$ cat src/rtl/operand_entry.sv
// operand_entry: button-driven front end for the 4-bit add/sub ALU.
// Synchronizes and debounces the confirm button, then walks a three-stage
// entry sequence (A0, A1 + op select, SHOW) that latches the switch values.
module operand_entry #(
    parameter int unsigned DEBOUNCE_CYCLES = 500000,
    parameter int unsigned WIDTH           = 4
) (
    input  logic             clk,
    input  logic             rst_n,
    input  logic [WIDTH-1:0] sw_val,
    input  logic             sw_op,
    input  logic             btn_n,
    output logic [WIDTH-1:0] a0,
    output logic [WIDTH-1:0] a1,
    output logic             s,
    output logic             valid,
    output logic             done,
    output logic [1:0]       stage
);

    localparam int unsigned CNT_W = $clog2(DEBOUNCE_CYCLES + 1);
    localparam logic [CNT_W-1:0] CNT_LAST = CNT_W'(DEBOUNCE_CYCLES - 1);

    typedef enum logic [1:0] {
        ENTER_A0 = 2'd0,
        ENTER_A1 = 2'd1,
        SHOW     = 2'd2,
        UNUSED   = 2'd3
    } state_e;

    logic             sync1_q, sync2_q;
    logic             db_q, db_d;
    logic [CNT_W-1:0] cnt_q, cnt_d;
    logic             press_c;

    state_e           state_q, state_d;
    logic [WIDTH-1:0] a0_q, a0_d;
    logic [WIDTH-1:0] a1_q, a1_d;
    logic             s_q, s_d;
    logic             valid_q, valid_d;
    logic             done_q, done_d;

    // Two-flop synchronizer for the asynchronous button; idles released (1).
    always_ff @(posedge clk or negedge rst_n) begin
        if (!rst_n) begin
            sync1_q <= 1'b1;
            sync2_q <= 1'b1;
        end else begin
            sync1_q <= btn_n;
            sync2_q <= sync1_q;
        end
    end

    // Debounce: a new level must persist DEBOUNCE_CYCLES cycles; counter saturates by clearing.
    always_comb begin
        cnt_d = '0;
        db_d  = db_q;
        if (sync2_q != db_q) begin
            if (cnt_q == CNT_LAST) begin
                db_d  = sync2_q;
                cnt_d = '0;
            end else begin
                cnt_d = cnt_q + CNT_W'(1);
            end
        end
    end

    // Press event fires in the cycle the debounced level is about to fall.
    assign press_c = db_q & ~db_d;

    // Debouncer state registers.
    always_ff @(posedge clk or negedge rst_n) begin
        if (!rst_n) begin
            db_q  <= 1'b1;
            cnt_q <= '0;
        end else begin
            db_q  <= db_d;
            cnt_q <= cnt_d;
        end
    end

    // Entry FSM next-state and registered-output logic; advances only on a press.
    always_comb begin
        state_d = state_q;
        a0_d    = a0_q;
        a1_d    = a1_q;
        s_d     = s_q;
        valid_d = valid_q;
        done_d  = 1'b0;
        unique case (state_q)
            ENTER_A0: begin
                if (press_c) begin
                    a0_d    = sw_val;
                    state_d = ENTER_A1;
                end
            end
            ENTER_A1: begin
                if (press_c) begin
                    a1_d    = sw_val;
                    s_d     = sw_op;
                    valid_d = 1'b1;
                    done_d  = 1'b1;
                    state_d = SHOW;
                end
            end
            SHOW: begin
                if (press_c) begin
                    valid_d = 1'b0;
                    state_d = ENTER_A0;
                end
            end
            default: begin
                state_d = ENTER_A0;
            end
        endcase
    end

    // FSM state and operand registers.
    always_ff @(posedge clk or negedge rst_n) begin
        if (!rst_n) begin
            state_q <= ENTER_A0;
            a0_q    <= '0;
            a1_q    <= '0;
            s_q     <= 1'b0;
            valid_q <= 1'b0;
            done_q  <= 1'b0;
        end else begin
            state_q <= state_d;
            a0_q    <= a0_d;
            a1_q    <= a1_d;
            s_q     <= s_d;
            valid_q <= valid_d;
            done_q  <= done_d;
        end
    end

    assign a0    = a0_q;
    assign a1    = a1_q;
    assign s     = s_q;
    assign valid = valid_q;
    assign done  = done_q;
    assign stage = 2'(state_q);

endmodule

$ cat config.mk
export PLATFORM = sky130hd
export DESIGN_NAME = operand_entry
export DESIGN_NICKNAME = d
export VERILOG_FILES = /design/src/rtl/operand_entry.sv
export SDC_FILE = /design/constraint.sdc
export NUM_CORES = 1
export LEC_CHECK = 0
export ABC_CLOCK_PERIOD_IN_PS = 2000
export CORE_UTILIZATION = 30
export CTS_CLUSTER_SIZE = 40
export DETAILED_ROUTE_END_ITERATION = 8
export PLACE_DENSITY_LB_ADDON = 0.2
export RECOVER_POWER = 25
export SLEW_MARGIN = 20
export SYNTH_ARGS = -nofsm -noshare
export SYNTH_HDL_FRONTEND = slang
export SYNTH_SLANG_ARGS = --single-unit
$ cat constraint.sdc
create_clock -name clk -period 2 [get_ports clk]
set_clock_uncertainty 0.1 [all_clocks]
set_input_delay 0.6 -clock clk [delete_from_list [all_inputs] [get_ports clk]]
set_output_delay 0.6 -clock clk [all_outputs]
set_load 0.01 [all_outputs]
=== After elaboration in Yosys (flattened, before gate mapping) ===
Cells that the tools add are included.

* Register bits after elaboration: 35
* Latch bits: 0
* RAM bits: 0
* Memory bits (read-only): 0
* Output and inout bits: 13
* Logic and storage cells: 39
* Memories kept: 0

* Add/sub/neg operators: 1
* Multiply operators: 0
* Divide/modulo/power cells: 0
* Magnitude comparators: 0
* Eq/ne operators: 7
* Shift-type cells: 0
* Multiplexer cells: 13
* Bitwise logic cells: 2
* Reduce and logical (&&, ||, !) cells: 6

{| class="wikitable"
|+ Operators by type and width
! kind !! number
|-
| $mux W19 || 2
|-
| $add A19 B1 Y19 const B || 1
|-
| $eq A19 B19 Y1 const B || 1
|-
| $mux W1 || 6
|-
| $mux W2 || 3
|-
| $ne A2 B2 Y1 const B || 3
|-
| $pmux W2 S3 || 1
|-
| $reduce_and A3 Y1 || 2
|-
| $reduce_and A2 Y1 || 2
|-
| $eq A2 B1 Y1 const B || 1
|-
| $eq A2 B2 Y1 const B || 1
|-
| $logic_not A2 Y1 || 1
|-
| $pmux W1 S2 || 1
|-
| $reduce_bool A2 Y1 || 1
|-
| $and A1 B1 Y1 || 1
|-
| $ne A1 B1 Y1 || 1
|-
| $not A1 Y1 || 1
|}

=== Logic depth before layout (Yosys ltp) ===
Gate-level depths: netlist of the first run.

* Word-level depth: 7
* Mapped depth: 7

=== Worst setup path after synthesis of the first run ===
No wires, ideal clock.

* Kind: register to register
* Start: register cnt_q[0]
* End: register a1_q[0], in the netlist a1[0]
* Arrival time: 1.943 ns
* Required time: 1.775 ns
* Slack: -0.167 ns
* Stages on the path, launching flop included: 7
* Path buffers: 1
* Cells stage by stage: dfrtp_1 ha_1 and3_1 clkbuf_1 nand4_2 nor4b_4 mux2_2

* Longest elaborated chain between the ends: 6

{| class="wikitable"
|+ RTL lines
! what !! line !! text
|-
| start, declared || 33 || <nowiki>logic [CNT_W-1:0] cnt_q, cnt_d;</nowiki>
|-
| start signal, assigned || 78 || <nowiki>cnt_q <= cnt_d;</nowiki>
|-
| $eq A19 B19 Y1 || 59 || <nowiki>if (cnt_q == CNT_LAST) begin</nowiki>
|-
| $mux W1 || 59 ||
|-
| $mux W1 || 58 || <nowiki>if (sync2_q != db_q) begin</nowiki>
|-
| $not A1 Y1 || 69 || <nowiki>assign press_c = db_q & ~db_d;</nowiki>
|-
| $and A1 B1 Y1 || 69 ||
|-
| $reduce_and A2 Y1 (no line) || n/a ||
|-
| end signal, assigned || 123 || <nowiki>a1_q <= '0;</nowiki>
|-
| end signal, assigned || 130 || <nowiki>a1_q <= a1_d;</nowiki>
|-
| end, declared || 38 || <nowiki>logic [WIDTH-1:0] a1_q, a1_d;</nowiki>
|}

No other way between the ends.
A chain may end at the register's enable or synchronous reset.

=== Worst setup path in the final report of the first run ===
* Start: register state_q[1], in the netlist stage[1]
* End: output stage[1]

{| class="wikitable"
|+ RTL lines
! what !! line !! text
|-
| start, declared || 36 || <nowiki>state_e state_q, state_d;</nowiki>
|-
| start signal, assigned || 128 || <nowiki>state_q <= state_d;</nowiki>
|-
| end, declared || 18 || <nowiki>output logic [1:0] stage</nowiki>
|}

No word-level cell between the ends.

==> results.json, run 1 <==
{
  "irDropWorstVdd_mv": 0.4138,
  "critical_path_depth": 1,
  "fin_tns_setup_ns": 0,
  "crit-reg2reg-capture": "s",
  "max_cap_violations": 0,
  "worst_skew_pair.late_latency_ns": 0.29,
  "effective_utilization_at_floorplan_pct": 31.26,
  "drt_pass1_iterations": 4,
  "cts_inserted_buffers": 5,
  "crit_path_cell_trace": "clkdlybuf4s50_1",
  "synth.net_count": 145,
  "synthDistinctLibCells": 32,
  "hold_depth": 0,
  "netlist.area_leader.share_pct": 50.16,
  "routabilityCongestion": 0.7579,
  "die-area_sq_um": 5618,
  "grt_remaining_overflow": 0,
  "syn-cell-area_sq_um": 1597,
  "crit_type": "reg -> out",
  "max_slew_margin_pct": 42.39,
  "num_rows": 26,
  "seq_area_frac_synth_pct": 55.09,
  "chipWidth_um": 74.95,
  "p_leak_nw": 0.9758,
  "clk_root_buffer_cell": "clkbuf_8",
  "drt_iter0_drc": 38,
  "critical_path.n_buffers_inverters": 1,
  "path_clk_slew_ns": 0.07,
  "max_incr_delay_on_cp_ns": 0.55,
  "post_synth.cell_area_avg_sq_um": 11.74,
  "grt_start_max_net_pins": 36,
  "grt_first_pass_wirelength_um": 5002,
  "worst_r2r_path_depth": 5,
  "max_freq_mhz": 512.9,
  "final-max-slew-violation-count": 0,
  "timing_hold_violations_final": 0,
  "vias": 1175,
  "worst_hold_path_type": "reg -> reg",
  "routed_wire_length_per_instance_um": 12.13,
  "timing.critical_path.to_type": "output port",
  "clock_sinks": 35,
  "finalSetupViolCount": 0,
  "worst_hold_startpoint": "sync1_q",
  "ios": 21,
  "htreeDepth": 2,
  "core_area_sq_um": 5107,
  "ant_nets": 0,
  "fin_nets": 191,
  "tritoncts_clock_tree": "done",
  "die_height_um": 74.95,
  "postSynthCellCount": 136,
  "antenna_cells": 0,
  "arrival_ns": 1.25,
  "layout-drive-gt1-share_pct": 30.60,
  "portBuffers": 20,
  "reg2reg_slack_ns": 0.06,
  "worst_slew_pin_slew_ns": 0.8641,
  "critical-path-top-delay-family": "buffers and inverters",
  "synth.ff_latch_count": 35,
  "final_cell_utilization_of_the_core_pct": 43.07,
  "grt_pass1_vias": 1166,
  "synth_warnings": 0,
  "critPathLaunch": "stage[1]",
  "grt_setup_unrepaired": "true",
  "worstSetupStartpointType": "flop",
  "yosys-top-cells-area": "dfrtp_1 (50%), mux2_2 (7.8%), xor2_1 (6.6%)",
  "synth_top_area_cell": "dfrtp_1",
  "grt_use_total_pct": 12.18,
  "powerDensity_nw_per_um2": 590.8,
  "worstReg2RegStart": "cnt_q[13]",
  "timing.hold.worst_endpoint": "sync2_q",
  "remaining_drc_errors": 0,
  "cp.required_ns": 1.30,
  "period_minus_slack_ns": 1.950,
  "min_period_over_period_pct": 97.49,
  "totalWireLength_um": 3070,
  "max-clock-path-buffers": 2,
  "worstPathMaxFanout": 5,
  "initial_antenna_violation_count": 0,
  "detail_route.vias_per_cell": 4.644,
  "cp_slowest_cell": "clkdlybuf4s50_1",
  "place.detailed.hpwl_um": 2179,
  "area_growth_pct": 37.77,
  "status": "complete, no violations",
  "fin_worst_hold_slack_ns": 0.2583
}
-- cells in the mapped netlist --
library cell,instances
a21oi_1,3
and2_1,2
and2b_1,1
and3_1,1
and3_2,1
and4_1,5
buf_4,1
clkbuf_1,4
dfrtp_1,32
dfstp_2,3
ha_1,1
inv_1,2
mux2_2,11
nand2_1,5
nand2b_1,1
nand3_1,4
nand3b_1,1
nand4_1,7
nand4_2,1
nor2_1,19
nor3_1,1
nor4b_1,1
nor4b_4,2
o21ai_0,2
o21ai_2,1
o21bai_1,1
o31ai_1,3
or2b_1,1
or3_1,1
or4_1,3
xnor2_1,3
xor2_1,12
-- layer usage --
metal	track usage, %	wire (um)
met3	3.882	146
met1	13.18	1325
met2	21.32	1531
met4	6.289	68
met5	0	0
-- sequential cells by signal, summed over array words and instances, names as in the netlist --
name and count:
done 1, cnt_q 19, valid 1, s 1, db_q 1, sync2_q 1
a0 4, sync1_q 1, stage 2, a1 4
-- final cells by class --
type                    count  area (sq um)
multi-input cells          94         737.0
flip-flops and latches     35         879.6
clock buffers               5         68.82
clock inverters             3         25.02
inverters                   2         7.507
repair buffers             44         394.1
well taps                  70         87.58
fillers                   506          2908
-- placed cells by master, fill, tap and decap left out, drive strengths merged, types with 4 or more instances in the layout --
cell type	count
xor2	12
buf	23
nand3	4
clkbuf	6
mux2	11
and4	5
nand4	8
nand2	5
clkdlybuf4s50	18
nor2	19
dfrtp	32
-- report_power, final --
| part | total [mW] | switching, mW | internal, mW |
|---|---|---|---|
| Clock | 0.520 | 0.271 | 0.249 |
| Combinational | 0.0567 | 0.0292 | 0.0275 |
| Sequential | 0.723 | 0.00724 | 0.716 |
| Total | 1.30 | 0.308 | 0.992 |
-- through the flow --
stage	worst slack [ns]	area, sq um	std cells	power [mW]
after global routing	-0.02697	2200	253	1.351
after detailed placement	-0.07434	2059	242	0.7926
after floorplan	-0.06869	1613	136	0.7475
after CTS	0.002129	2165	251	1.321
final	0.05013	2200	253	1.300
after global placement	-0.04985	2059	242	0.7900
-- what timing repair did --
action                                  4_1_cts  5_1_grt
setup buffers                                 1        2
pin swaps                                     1        1
hold buffers                                  0        0
resized for setup                             1        6
endpoints found under the hold margin         0        0
cloned                                        0        0
endpoints found under the setup margin       10       10
-- kinds of logic (layout without fill, tap and decap cells) --
logic type,count (synthesis),count (layout),share of synthesized area (%)
AND/OR/NAND/NOR,57,57,22.26
flip-flops,35,35,55.09
XOR/XNOR,15,15,8.229
multiplexers,11,11,7.759
AO/OA/AOI/OAI,10,10,3.997
buffers and inverters,7,54,1.881
adder cells (fa/ha/maj),1,1,0.7836
-- worst max-delay path by stage --
stage / slack [ns] / endpoint
CTS: 0.002 / a1[1]
finish: 0.05 / stage[1]
detailed placement: -0.07 / a0[0]
global route: -0.03 / a0[2]
floorplan: -0.07 / a1[0]
global placement: -0.05 / a0[2]
(Power assumes the default switching activity.)
==> inputs of run 2 (changes only) <==
CORE_MARGIN = 2   (was unset)
==> run 2 against run 1 <==
  * Maximum frequency shrank 0.19%
  * Via count is 3.7% lower
  * Clock-buffer cell count did not move
  * Non-clock buffer count down 2
  * Utilization is 0.54 points higher
  * First-iteration DRC count down 63%
  * Critical endpoint unchanged
  * Largest cell class unchanged
==> results.json, run 2 (synthesis gave the netlist of run 1 again) <==
{
  "worst_hold_path_type": "reg -> reg",
  "irDropWorstVdd_mv": 0.3385,
  "area_growth_pct": 39.50,
  "effective_utilization_at_floorplan_pct": 31.26,
  "layout-drive-gt1-share_pct": 29.83,
  "min_period_over_period_pct": 97.68,
  "totalWireLength_um": 2965,
  "ios": 21,
  "antenna_cells": 0,
  "final-max-slew-violation-count": 0,
  "initial_antenna_violation_count": 0,
  "status": "complete, no violations",
  "worst_skew_pair.late_latency_ns": 0.28,
  "final_cell_mix": "dfrtp_1 (32), nor2_1 (19), buf_4 (19), clkdlybuf4s50_1 (18), xor2_1 (12)",
  "fin_tns_setup_ns": 0,
  "largest_register": "cnt_q",
  "clock_sinks": 35,
  "worstReg2RegStart": "cnt_q[14]",
  "critical_path_depth": 1,
  "ant_nets": 0,
  "path_clk_slew_ns": 0.07,
  "clk_root_buffer_cell": "clkbuf_8",
  "mostFrequentLayoutCell": "dfrtp_1",
  "detail_route.vias_per_cell": 4.506,
  "grt_start_max_net_pins": 36,
  "max_freq_mhz": 511.9,
  "post-route-cell-area_sq_um": 2227,
  "max_cap_violations": 0,
  "max-clock-path-buffers": 2,
  "max_incr_delay_on_cp_ns": 0.56,
  "routabilityCongestion": 0.7937,
  "core_area_sq_um": 5107,
  "period_minus_slack_ns": 1.954,
  "chipWidth_um": 76.95,
  "die_height_um": 76.95,
  "worst_r2r_path_depth": 4,
  "num_rows": 26,
  "grt_pass1_vias": 1161,
  "drt_pass1_iterations": 2,
  "grt_remaining_overflow": 0,
  "p_leak_nw": 0.9852,
  "finalSetupViolCount": 0,
  "remaining_drc_errors": 0,
  "crit-reg2reg-capture": "a1[3]",
  "tritoncts_clock_tree": "done",
  "multiInputGateArea_sq_um": 737.0,
  "grt_use_total_pct": 11.40,
  "crit_end": "stage[1]",
  "layout.filler_cells": 486,
  "place_inst": 242,
  "arrival_ns": 1.25,
  "crit_path_cell_trace": "clkdlybuf4s50_1",
  "powerDensity_nw_per_um2": 686.3,
  "seq_area_sq_um": 879.6,
  "reg2reg_slack_ns": 0.06,
  "largest_register_ffs": 19,
  "critPathLaunch": "stage[1]",
  "drt_iter0_drc": 14,
  "vias": 1131,
  "cell_area_after_placement_sq_um": 2059,
  "timing.critical_path.to_type": "output port",
  "critical_path.n_buffers_inverters": 1,
  "timing_hold_violations_final": 0,
  "crit_type": "reg -> out",
  "fin_nets": 189,
  "place.detailed.hpwl_um": 2106,
  "worstSetupStartpointType": "flop",
  "postCtsHoldBufs": 0,
  "worst_slew_pin_slew_ns": 0.8501,
  "max_slew_margin_pct": 43.33,
  "worstPathMaxFanout": 5,
  "cp_slowest_cell": "clkdlybuf4s50_1",
  "htreeDepth": 2,
  "cp.required_ns": 1.30,
  "die-area_sq_um": 5921,
  "grt_first_pass_wirelength_um": 5326,
  "cts_inserted_buffers": 5,
  "portBuffers": 20,
  "critical-path-top-delay-family": "buffers and inverters",
  "routed_wire_length_per_instance_um": 11.81,
  "number_of_standard_cells_in_the_final_layout_excluding_fillers": 251
}
==> run 2: changes by cell type in the layout (fill, tap and decap cells not counted) <==
| cell | previous run | this run |
|---|---|---|
| buf_4 | 21 | 19 |
| clkinv_4 | 2 | 0 |
| bufinv_16 | 0 | 2 |
==> run 2: stage by stage <==
step	setup slack, ns	hold slack [ns]	utilization [%]	power [mW]
after floorplan	-0.06869	0.2044	-	0.7475
after global placement	-0.04203	0.2474	40.32	0.7902
after detailed placement	-0.07800	0.2485	40.32	0.7923
after CTS	0.0004565	0.2593	43.21	1.555
after global routing	-0.009797	0.2672	43.61	1.596
final	0.04650	0.2577	43.61	1.528
==> run 2: report_power, final <==
part / internal, mW / total, mW / switching [mW] / leakage (nW)
Sequential: 0.716 / 0.723 / 0.00703 / 0.476
Clock: 0.497 / 0.753 / 0.256 / 0.0644
Combinational: 0.0246 / 0.0526 / 0.0280 / 0.445
Total: 1.24 / 1.53 / 0.291 / 0.985
==> run 2: worst min path at each step <==
| stage | from | slack, ns | cells after the start | endpoint |
|---|---|---|---|---|
| 2_1_floorplan | rst_n | 0.20 | 0 | a0[0] |
| 3_3_place_gp | sync1_q | 0.25 | 0 | sync2_q |
| 3_5_place_dp | sync1_q | 0.25 | 0 | sync2_q |
| 4_1_cts | sync1_q | 0.26 | 0 | sync2_q |
| 5_1_grt | sync1_q | 0.27 | 0 | sync2_q |
| 6_report | sync1_q | 0.26 | 0 | sync2_q |
==> run 2: timing repair <==
item / in CTS / in global routing
buffers inserted: 1 / 0
resized for setup: 1 / 6
pin swaps: 1 / 0
setup endpoints to repair: 10 / 10
==> run 2: final cells by class <==
type / instances / share of cell area [%]
Clock buffer: 5 / 3.090
Inverter: 2 / 0.3371
Sequential cell: 35 / 39.49
Clock inverter: 3 / 3.034
Timing Repair Buffer: 42 / 17.02
Multi-Input combinational cell: 94 / 33.09
Tap cell: 70 / 3.933
==> run 2: per-layer routing <==
metal  up-vias  track usage, %  wire length (um)
met4         0           6.545                45
met5         -               0                 0
li1        569               -                 -
met2        19           19.21              1444
met1       538           13.14              1350
met3         5           2.824               124
==> inputs of run 3 (changes only) <==
ABC_CLOCK_PERIOD_IN_PS = 1650   (was 2000)
SLEW_MARGIN = unset   (was 20)
clock period = 1.65 ns   (was 2 ns; I/O delays follow)
==> run 3 against run 2 <==
  * The run now ends with setup timing left
  * Clock power is 15% lower
  * Utilization is 2.7 points higher
  * Non-clock buffer count up 18
  * Cell area up 6.2%
  * Power is 4.6% higher
  * Sequential share of layout area down 2.3 points
  * Die area stayed put
  * Routed wire length rose by 19%
  * Critical path depth rose by 3
  * Hold slack got worse by 0.0019 ns
  * Final cell count rose by 7.2%
  * Largest power group is now registers
  * Highest routed layer unchanged
==> results.json, run 3 (synthesis gave the netlist of run 1 again) <==
{
  "routabilityCongestion": 0.7684,
  "worst_hold_path_type": "reg -> reg",
  "routed_wire_length_per_instance_um": 13.16,
  "status": "finished, violations left",
  "max-clock-path-buffers": 2,
  "timing.critical_path.to_type": "flop",
  "worstReg2RegStart": "cnt_q[14]",
  "cp.required_ns": 1.72,
  "p_leak_nw": 1.164,
  "cts_inserted_buffers": 5,
  "place_inst": 255,
  "met3_global_route_usage_pct": 4.118,
  "number_of_standard_cells_in_the_final_layout_excluding_fillers": 269,
  "worst_slew_pin_slew_ns": 0.8722,
  "max_freq_mhz": 510.8,
  "tritoncts_clock_tree": "done",
  "timing.hold.worst_endpoint": "sync2_q",
  "worst_hold_startpoint": "sync1_q",
  "pre_cts_slack_ns": -0.4320,
  "hold_depth": 0,
  "path_clk_slew_ns": 0.07,
  "crit_type": "reg -> reg",
  "final_cell_mix": "buf_4 (35), dfrtp_1 (32), nor2_1 (18), dlygate4sd2_1 (13), xor2_1 (12)",
  "grt.met1_usage_pct": 14.95,
  "crit-reg2reg-capture": "a1[2]",
  "finalSetupViolCount": 33,
  "portBuffers": 20,
  "cp_slowest_cell": "or4_4",
  "antenna_cells": 0,
  "htreeDepth": 2,
  "effective_utilization_at_floorplan_pct": 31.26,
  "grt_start_max_net_pins": 36,
  "largest_register_ffs": 19,
  "grt_pass1_vias": 1299,
  "die_height_um": 76.95,
  "reg2reg_slack_ns": -0.31,
  "max_incr_delay_on_cp_ns": 0.58,
  "grt_remaining_overflow": 0,
  "final-max-slew-violation-count": 0,
  "mostFrequentLayoutCell": "buf_4",
  "grt_setup_unrepaired": "true",
  "period_minus_slack_ns": 1.958,
  "worstSetupStartpointType": "flop",
  "max_cap_violations": 0,
  "totalWireLength_um": 3539,
  "max_slew_margin_pct": 41.85,
  "chipWidth_um": 76.95,
  "fin_nets": 207,
  "clk_root_buffer_cell": "clkbuf_8",
  "global_route.usage.met2_pct": 21.67,
  "place.detailed.hpwl_um": 2404,
  "area_growth_pct": 48.20,
  "grt_use_total_pct": 12.66,
  "cell_area_after_placement_sq_um": 2175,
  "timing_hold_violations_final": 0,
  "arrival_ns": 2.03,
  "min_period_over_period_pct": 118.7,
  "core_area_sq_um": 5107,
  "drt_pass1_iterations": 4,
  "layout-drive-gt1-share_pct": 36.18,
  "final_critical_path_setup_slack_ns": -0.3079,
  "detail_route.vias_per_cell": 4.721,
  "worst_r2r_path_depth": 4,
  "die-area_sq_um": 5921,
  "vias": 1270,
  "drt_iter0_drc": 43,
  "grt_first_pass_wirelength_um": 5940,
  "ant_nets": 0,
  "irDropWorstVdd_mv": 0.2819,
  "num_rows": 26,
  "clock_sinks": 35,
  "worstPathMaxFanout": 6,
  "remaining_drc_errors": 0,
  "powerDensity_nw_per_um2": 675.8,
  "violations": "setup timing",
  "ios": 21,
  "worst_skew_pair.late_latency_ns": 0.28,
  "largest_register": "cnt_q",
  "global_route.peak_usage_layer": "met2",
  "initial_antenna_violation_count": 0,
  "crit_path_cell_trace": "or4_4 > nor4b_4 > buf_6 > mux2_2",
  "post-route-cell-area_sq_um": 2366
}
==> run 3: worst max-delay path by stage <==
| stage | slack (ns) | endpoint | depth (start not counted) | start |
|---|---|---|---|---|
| floorplan | -0.42 | a1[0] | 4 | cnt_q[14] |
| global placement | -0.37 | stage[0] | 4 | cnt_q[14] |
| detailed placement | -0.43 | stage[0] | 4 | cnt_q[14] |
| CTS | -0.30 | a1[0] | 4 | cnt_q[14] |
| global route | -0.36 | a0[3] | 4 | cnt_q[14] |
| finish | -0.31 | a1[2] | 4 | cnt_q[14] |
==> run 3: area by class of cell <==
type | count | area (sq um)
tap | 70 | 87.58
clock buffer | 7 | 86.33
timing repair buffer | 60 | 526.8
multi-input combinational | 94 | 773.2
inverter | 2 | 7.507
sequential | 35 | 879.6
clock inverter | 1 | 5.005
fill | 502 | 2741
==> run 3: routing by layer <==
layer / routed length, um / part of all wire, % / vias to the layer above
met5: 0 / 0 / -
met4: 29 / 0.82 / 0
met3: 161 / 4.5 / 4
met2: 1747 / 49 / 26
met1: 1601 / 45 / 636
li1: - / - / 604
==> run 3: repair_timing <==
action / in CTS / in global routing
hold buffers: 0 / 0
pin swaps: 2 / 0
buffers inserted: 4 / 1
resized for setup: 21 / 5
endpoints found under the hold margin: 0 / 0
setup endpoints to repair: 46 / 33
gates cloned: 1 / 0
==> run 3: critical path: cells and delay by family (launching register included) <==
family	cells	cell delay (ns)
buffers and inverters	1	0.17
DFF	1	0.38
muxes	1	0.33
and+or+nand+nor	2	0.86
==> run 3: report_power, final <==
part / total [mW] / internal, mW / switching, mW
logic: 0.0876 / 0.0464 / 0.0412
registers: 0.873 / 0.868 / 0.00447
clock network: 0.639 / 0.337 / 0.302
total: 1.60 / 1.25 / 0.347
==> run 3: metrics by stage <==
stage               TNS [ns]  hold slack, ns  utilization, %  total power [mW]
floorplan             -6.420         0.09941               -            0.9070
global placement      -7.509          0.2462           42.58            0.9671
detailed placement    -8.139          0.2473           42.58            0.9689
CTS                   -6.652          0.2579           46.06             1.635
global route          -8.460          0.2620           46.33             1.679
finish                -6.201          0.2559           46.33             1.599
==> edit, RTL diff (flow settings as in run 2) <==
The parameter `WIDTH` goes from 4 to 6.
--- a/src/rtl/operand_entry.sv
+++ b/src/rtl/operand_entry.sv
@@ -4,5 +4,5 @@
 module operand_entry #(
     parameter int unsigned DEBOUNCE_CYCLES = 500000,
-    parameter int unsigned WIDTH           = 4
+    parameter int unsigned WIDTH           = 6
 ) (
     input  logic             clk,
Interface: changed (resized a0, a1 and sw_val); port bits go from 21 to 27. The function was not compared with the original's and may differ.
==> edit against run 2 <==
- cell count rose by 9.6%
- sequential cell count rose by 4
- die area grew 12%
- via count grew 18%
- design area is 9.4% higher
- non-clock buffer count unchanged
- routed wire length rose by 32%
- register-to-register slack better by 0.03 ns
- synthesized area rose by 12%
- sequential power up 11%
- worst setup slack better by 0.011 ns
- total power rose by 7.1%
- count of clock-buffer cells in the layout rose by 1
- maximum frequency up 0.59%
- largest cell class unchanged
==> edit: results (changes against run 2) <==
* Placed wire-length estimate at 2.87 mm (was 2.11 mm)
* IR drop worst, VDD at 0.000407 V (was 0.000338 V)
* Total of clock buffers placed in the layout at 6 (was 5)
* Flip-flop and latch count at 39 (was 35)
* Number of distinct library cells after synthesis at 36 (was 32)
* First-pass GRT wire length at 6.79 mm (was 5.33 mm)
* Drt total wl at 3.93 mm (was 2.97 mm)
* Nonclk inv count at 3 (was 2)
* Actual slew at the worst max-slew pin at 0.957 ns (was 0.850 ns)
* Switch Pwr at 0.316 mW (was 0.291 mW)
* Area share of buffers outside the clock network at 16.1% (was 17.0%)
* Count of buffers from port buffering at 26 (was 20)
* Post-route DRC violation count at 0 (unchanged)
* Fraction of layout cells with a size suffix above 1 at 26.5% (was 29.8%)
* Run status: completed (unchanged)
* List of most frequent post-synthesis cells: sky130_fd_sc_hd__dfrtp_1 (36), sky130_fd_sc_hd__nor2_1 (18), sky130_fd_sc_hd__mux2_2 (14) (was sky130_fd_sc_hd__dfrtp_1 (32), sky130_fd_sc_hd__nor2_1 (19), sky130_fd_sc_hd__xor2_1 (12))
* Synth Net Count at 163 (was 145)
* Storage element area at 981 um2 (was 880 um2)
* Core Rows at 28 (was 26)
* First-pass iteration count of the detailed router at 5 (was 2)
* Leak pwr at 1.04 nW (was 0.985 nW)
* Multi-input combinational cell area at 825 um2 (was 737 um2)
* Number of multi-input combinational cells in the layout at 108 (was 94)
* Sequential area share after synthesis at 54.6% (was 55.1%)
* Seq area share at 40.3% (was 39.5%)
* # nets final at 210 (was 189)
* Largest net degree at the start of global routing at 40 (was 36)
* Via count of the first global-routing pass at 1,400 (was 1,161)
* Ranking of synthesized cells by area: sky130_fd_sc_hd__dfrtp_1 (50%), sky130_fd_sc_hd__mux2_2 (8.8%), sky130_fd_sc_hd__dfstp_2 (4.4%) (was sky130_fd_sc_hd__dfrtp_1 (50%), sky130_fd_sc_hd__mux2_2 (7.8%), sky130_fd_sc_hd__xor2_1 (6.6%))
* Placer congestion estimate at 0.830 (was 0.794)
* Placed instance count at 267 (was 242)
* Clock distribution area overhead in the final layout at 5.44% (was 6.12%)
* Pre-CTS setup slack at -0.00143 ns (was -0.0780 ns)
* Fill count at 564 (was 486)
==> edit: cell count changes in the layout (fill, tap and decap cells not counted), sizes merged, moves of 3 or more <==
cell / change
clkdlybuf4s50: +7
dfrtp: +4
nand3: +6
nor4: +5
nor3: +3
xor2: -3
buf: -5
mux2: +3
==> edit: layer usage <==
metal	part of all wire (%)	wire (um)	GRT usage [%]
met1	47	1860	17.6
met2	48	1900	21.6
met3	2.9	113	3.33
met4	1.2	49	4.92
met5	0	0	0
==> edit: what timing repair did <==
action                                  in CTS  in global routing
cloned                                       0                  0
hold buffers                                 0                  0
pin swaps                                    0                  1
endpoints found under the setup margin       5                 15
resized for setup                            1                  6
==> edit: cell families after synthesis <==
kind of cell,count (synthesis),synth area share (%)
buf+inv,5,1.53
flops,39,54.6
xor+xnor,14,6.83
simple gates,67,23.1
mux,15,9.34
compound gates,11,3.90
fa+ha+maj,1,0.697
==> edit: power by group through the flow <==
stage | clock, mW | sequential, mW | combinational (mW)
after floorplan | 0 | 0.817 | 0.0144
after CTS | 0.796 | 0.803 | 0.0603
after detailed placement | 0 | 0.818 | 0.0598
final | 0.777 | 0.803 | 0.0573
after global placement | 0 | 0.817 | 0.0572
after global routing | 0.843 | 0.804 | 0.0651
==> edit: final timing paths <==
path,from,end,slack [ns],depth (start not counted)
worst max-delay path,stage[0],stage[0],0.06,1
worst min-delay path,sync1_q,sync2_q,0.26,0
worst max register to register,cnt_q[14],a1[3],0.09,5
worst min register to register,sync1_q,sync2_q,0.26,0
max in group asynchronous,rst_n,cnt_q[13],0.73,2
min in group asynchronous,rst_n,cnt_q[16],0.43,2
